==> src/rtl/piradip_trigger_stream_gate.sv <==
// piradip_trigger_stream_gate: arms on a selected trigger edge, skips `delay` beats, then forwards `length` beats.
module piradip_trigger_stream_gate #(
  parameter int DATA_WIDTH  = 128,
  parameter int SEL_WIDTH   = 5,
  parameter int COUNT_WIDTH = 32
) (
  input  logic                     clk,
  input  logic                     rst,
  input  logic [2**SEL_WIDTH-1:0]  triggers,
  input  logic [SEL_WIDTH-1:0]     trig_sel,
  input  logic [COUNT_WIDTH-1:0]   delay,
  input  logic [COUNT_WIDTH-1:0]   length,
  input  logic                     arm,
  input  logic                     abort,
  input  logic [DATA_WIDTH-1:0]    s_axis_tdata,
  input  logic                     s_axis_tvalid,
  output logic                     s_axis_tready,
  output logic [DATA_WIDTH-1:0]    m_axis_tdata,
  output logic                     m_axis_tvalid,
  input  logic                     m_axis_tready,
  output logic                     m_axis_tlast,
  output logic                     busy,
  output logic                     done,
  output logic                     missed
);
  typedef enum logic [1:0] {IDLE, ARMED, DELAY, CAPTURE} state_t;
  localparam logic [COUNT_WIDTH-1:0] ONE = COUNT_WIDTH'(1);
  state_t state_q, state_d;
  logic [2**SEL_WIDTH-1:0] trig_q;
  logic [SEL_WIDTH-1:0] sel_q, sel_d;
  logic [COUNT_WIDTH-1:0] delay_q, delay_d, length_q, length_d, dcnt_q, dcnt_d, ccnt_q, ccnt_d;
  logic done_q, done_d, missed_q, missed_d;
  logic trig_edge, beat, cap;
  assign trig_edge = triggers[sel_q] & ~trig_q[sel_q];
  assign cap = state_q == CAPTURE;
  // Outside CAPTURE the upstream is always accepted so beats are dropped, never stalled.
  assign s_axis_tready = cap ? m_axis_tready : 1'b1;
  assign m_axis_tvalid = cap & s_axis_tvalid;
  assign m_axis_tdata = s_axis_tdata;
  assign m_axis_tlast = cap & (ccnt_q == ONE);
  assign beat = s_axis_tvalid & s_axis_tready;
  assign busy = state_q != IDLE;
  assign done = done_q;
  assign missed = missed_q;
  always_comb begin
    state_d = state_q;
    sel_d = sel_q;
    delay_d = delay_q;
    length_d = length_q;
    dcnt_d = dcnt_q;
    ccnt_d = ccnt_q;
    done_d = 1'b0;
    missed_d = missed_q | (trig_edge & (state_q == DELAY || state_q == CAPTURE));
    if (abort) state_d = IDLE;
    else case (state_q)
      IDLE: if (arm) begin
        sel_d = trig_sel;
        delay_d = delay;
        length_d = length;
        missed_d = 1'b0;
        state_d = ARMED;
      end
      ARMED: if (trig_edge) begin
        if (delay_q != '0) begin
          dcnt_d = delay_q;
          state_d = DELAY;
        end else if (length_q != '0) begin
          ccnt_d = length_q;
          state_d = CAPTURE;
        end else begin
          done_d = 1'b1;
          state_d = IDLE;
        end
      end
      DELAY: if (beat) begin
        dcnt_d = dcnt_q - ONE;
        if (dcnt_q == ONE) begin
          if (length_q != '0) begin
            ccnt_d = length_q;
            state_d = CAPTURE;
          end else begin
            done_d = 1'b1;
            state_d = IDLE;
          end
        end
      end
      CAPTURE: if (beat) begin
        ccnt_d = ccnt_q - ONE;
        if (ccnt_q == ONE) begin
          done_d = 1'b1;
          state_d = IDLE;
        end
      end
      default: state_d = IDLE;
    endcase
  end
  always_ff @(posedge clk or posedge rst) begin
    if (rst) begin
      state_q <= IDLE;
      trig_q <= '0;
      sel_q <= '0;
      delay_q <= '0;
      length_q <= '0;
      dcnt_q <= '0;
      ccnt_q <= '0;
      done_q <= 1'b0;
      missed_q <= 1'b0;
    end else begin
      state_q <= state_d;
      trig_q <= triggers;
      sel_q <= sel_d;
      delay_q <= delay_d;
      length_q <= length_d;
      dcnt_q <= dcnt_d;
      ccnt_q <= ccnt_d;
      done_q <= done_d;
      missed_q <= missed_d;
    end
  end
endmodule

==> config.mk <==
export PLATFORM = sky130hd
export DESIGN_NAME = piradip_trigger_stream_gate
export DESIGN_NICKNAME = d
export VERILOG_FILES = /design/src/rtl/piradip_trigger_stream_gate.sv
export SDC_FILE = /design/constraint.sdc
export NUM_CORES = 1
export LEC_CHECK = 0
export ABC_AREA = 1
export CAP_MARGIN = 30
export CORE_ASPECT_RATIO = 1.1
export CORE_UTILIZATION = 42
export CTS_BUF_LIST = sky130_fd_sc_hd__clkbuf_16
export CTS_CLUSTER_DIAMETER = 30
export CTS_CLUSTER_SIZE = 12
export DETAILED_ROUTE_END_ITERATION = 8
export PLACE_DENSITY = 0.71
export REMOVE_ABC_BUFFERS = 1
export SYNTH_ARGS = -nofsm -noshare
export SYNTH_HDL_FRONTEND = slang
export SYNTH_SLANG_ARGS = --single-unit
==> constraint.sdc <==
create_clock -name clk -period 9.3 [get_ports clk]
set_input_delay 2.79 -clock clk [delete_from_list [all_inputs] [get_ports clk]]
set_output_delay 2.79 -clock clk [all_outputs]
set_load 0.05 [all_outputs]
==> flow_summary.ini <==
[layout]
fin_nets = 1687
areaGrowthSynthToFinish_pct = 8.63
fillers = 2496
utilization_pct = 46.8
seq_area_um2 = 4230
multi_input_comb_area_um2 = 4650
layout-drive-gt1-share_pct = 4.93

[timing]
drv_slew = 0
slew_headroom_pct = 33.4
hold_viol_final = 0
finClkSkew_ns = 0.0125
layout_setup_ws_ns = 2.12
max_freq_mhz = 139
tightest_slew_ns = 0.998
rsz0062_at_grt = false
finalSetupTns_ns = 0
fin_crit_ns = 7.18
fin_crit_sh_pct = 77.2
final-setup-viol-count = 0

[die]
die-height_um = 169
start_util_pct = 43.0
boundaryPins = 369
core_um2 = 24600
rows = 60
die-area_um2 = 25900
die_x_um = 153

[setup_path]
timing.critical_path.buf_inv = 3
path_common_cell = clkdlybuf4s50_1
critical_path_class = in -> out
path_delay_family = buffers and inverters
critPathRequiredTime_ns = 6.51
slowest_delay_ns = 0.87
startpoint_type = input port
crit_chain = clkdlybuf4s50_1, inv_1, nor2_1, clkdlybuf4s50_1
cp_slowest_cell = clkdlybuf4s50_1
critPathMaxFanout = 3
regToRegSetupSlack_ns = 5.84
end_kind = output port
crit_arrival_ns = 4.39

[worst_hold_path]
hp-class = reg -> reg

[yosys]
synthArstFlopShare_pct = 100
synth_ff_type = dfrtp_1
synth.area.top_cells = dfrtp_1 40%, nand2_1 17%, buf_4 9.1%, nor2_1 6.1%, nand3_1 4.6%
synth_top_area_share_pct = 39.9
synthesis.area_um2 = 10600
synth.distinct_cells = 38
synth-seq-area-share_pct = 39.9
avgSynthCellArea_um2 = 7.09
netlist_instances = 1495
ys_warn_count = 0
synth_edf_count = 0
synth_top_cell_by_area = dfrtp_1
synth_seq_cells = 169

[routing]
drc = 0
drt_iter0_drc = 792
ant_nets = 0
viasPerCell = 5.52
vias = 9779
routedWlPerCell_um = 27.4
dr.pass1.iters = 7
wl_um = 48600

[clock_tree]
cts_buffer_depth = 2
cts_root_buf = clkbuf_16
numCtsBuffers = 17
cts_hold_buffers = 0
clock_latency_ns = 0.45
htreeDepth = 4
cts_sinks = 169
clk_pin_slew_ns = 0.07
cts_tree = yes
cts_setup_buffers = 0
ctsResizeCount = 0

[place]
io_buffers = 112
dp_hpwl_um = 39200
gp_congestion = 1.02
place_ws_ns = 2.12

[global_routing]
gr-total-overflow = 0
grt_first_pass_wirelength_um = 68900
antenna_found_initial = 0
grt_max_degree = 72
grt_pass1_vias = 9339
grt.total_usage_pct = 38.3

[power]
ir_drop_mv = 0.166
leakage_uw = 0.00543
p_per_area_nw_per_um2 = 323
total_power_uw = 3720

[job]
max-cap-violations = 0

[status]
status = finished, final reports clean
==> cells by family (layout without fill, tap and decap cells) <==
logic type                 count (synthesis)  after routing  share of synthesized area [%]
other                                      0              1                              0
DFF                                      169            169                           39.9
adders and majority gates                  4              4                          0.472
buffers and inverters                    306            272                           16.2
xor gates and xnor gates                   7              7                          0.578
AOI/OAI and AO/OA                        129            129                           6.54
and+or+nand+nor                          880            880                           36.3
==> routing by layer <==
metal	track usage [%]	part of all wire, %	wire, µm	up-vias
li1	-	-	-	4568
met1	32.7	29	14200	4459
met2	56.0	41	20000	646
met3	34.7	21	10200	100
met4	26.9	8.1	3950	6
met5	9.52	0.62	303	-
==> worst min-delay path: cells and delay by family (launching register included) <==
family / cells / cell delay, ns
DFF: 1 / 0.35
and+or+nand+nor: 1 / 0.08
AOI/OAI and AO/OA: 1 / 0.04
==> sequential cells by signal, summed over array words and instances (netlist names) <==
name and flops:
missed 1, sel_q 5, trig_q 32, dcnt_q 32, state_q 2, length_q 32, ccnt_q 32, delay_q 32
done 1
==> power by group <==
part | total, µW | internal (µW) | switching [µW] | leakage [µW]
registers | 1310 | 1020 | 291 | 0.00210
clock network | 737 | 366 | 372 | 0.000288
logic | 1680 | 542 | 1130 | 0.00304
total | 3720 | 1930 | 1800 | 0.00543
==> Yosys cell counts, types with 6 or more instances <==
library cell and instances:
inv_1 111, a21oi_1 13, o21ai_0 91, nand2_1 474
buf_2 14, clkbuf_1 30, inv_2 7, o22ai_1 11
nor3_1 9, dfrtp_1 169, nor2_1 173, nand4_1 77
buf_4 129, nand3_1 98, nor2_2 6, buf_6 9
nand3b_1 27
==> cell usage in the layout (no fill, tap or decap), types with 3 or more instances in the layout <==
cell / count
o21ai_0: 91
nand3b_1: 27
inv_8: 5
nand3_2: 4
clkinv_8: 4
nor2_1: 173
a31oi_1: 3
xor2_1: 3
a21oi_1: 13
nor3_1: 9
ha_1: 4
inv_6: 3
dfrtp_1: 169
nor2_4: 4
inv_1: 109
nand3_1: 98
inv_2: 7
buf_4: 8
nor2_2: 6
o21bai_1: 3
xnor2_1: 4
clkbuf_16: 17
nand2_1: 474
clkdlybuf4s50_1: 112
o22ai_1: 11
nand4_1: 77
==> layout make-up <==
cell class              instances  area share (%)
clock buffers                  17            3.69
inverters                     120            3.99
repair buffers                120            10.3
diodes                          1          0.0217
well taps                     310            3.37
flip-flops and latches        169            36.7
multi-input cells            1020            40.4
clock inverters                15            1.55
==> per-stage QoR <==
stage	hold slack (ns)	cell area (µm²)	std cells
final	0.504	11500	1772
after global routing	0.537	11500	1771
after detailed placement	0.482	10900	1739
after global placement	0.479	10900	1739
after CTS	0.500	11500	1771
after floorplan	0.464	9330	1309
==> final timing paths <==
check | start | to | cells after the start
worst max-delay path | s_axis_tvalid | m_axis_tvalid | 4
worst min-delay path | missed | missed | 2
worst max register to register | sel_q[0] | dcnt_q[22] | 10
worst min register to register | missed | missed | 2
max in group asynchronous | rst | delay_q[23] | 3
min in group asynchronous | rst | ccnt_q[5] | 2
Note: power is estimated with default switching activity, not from simulation.
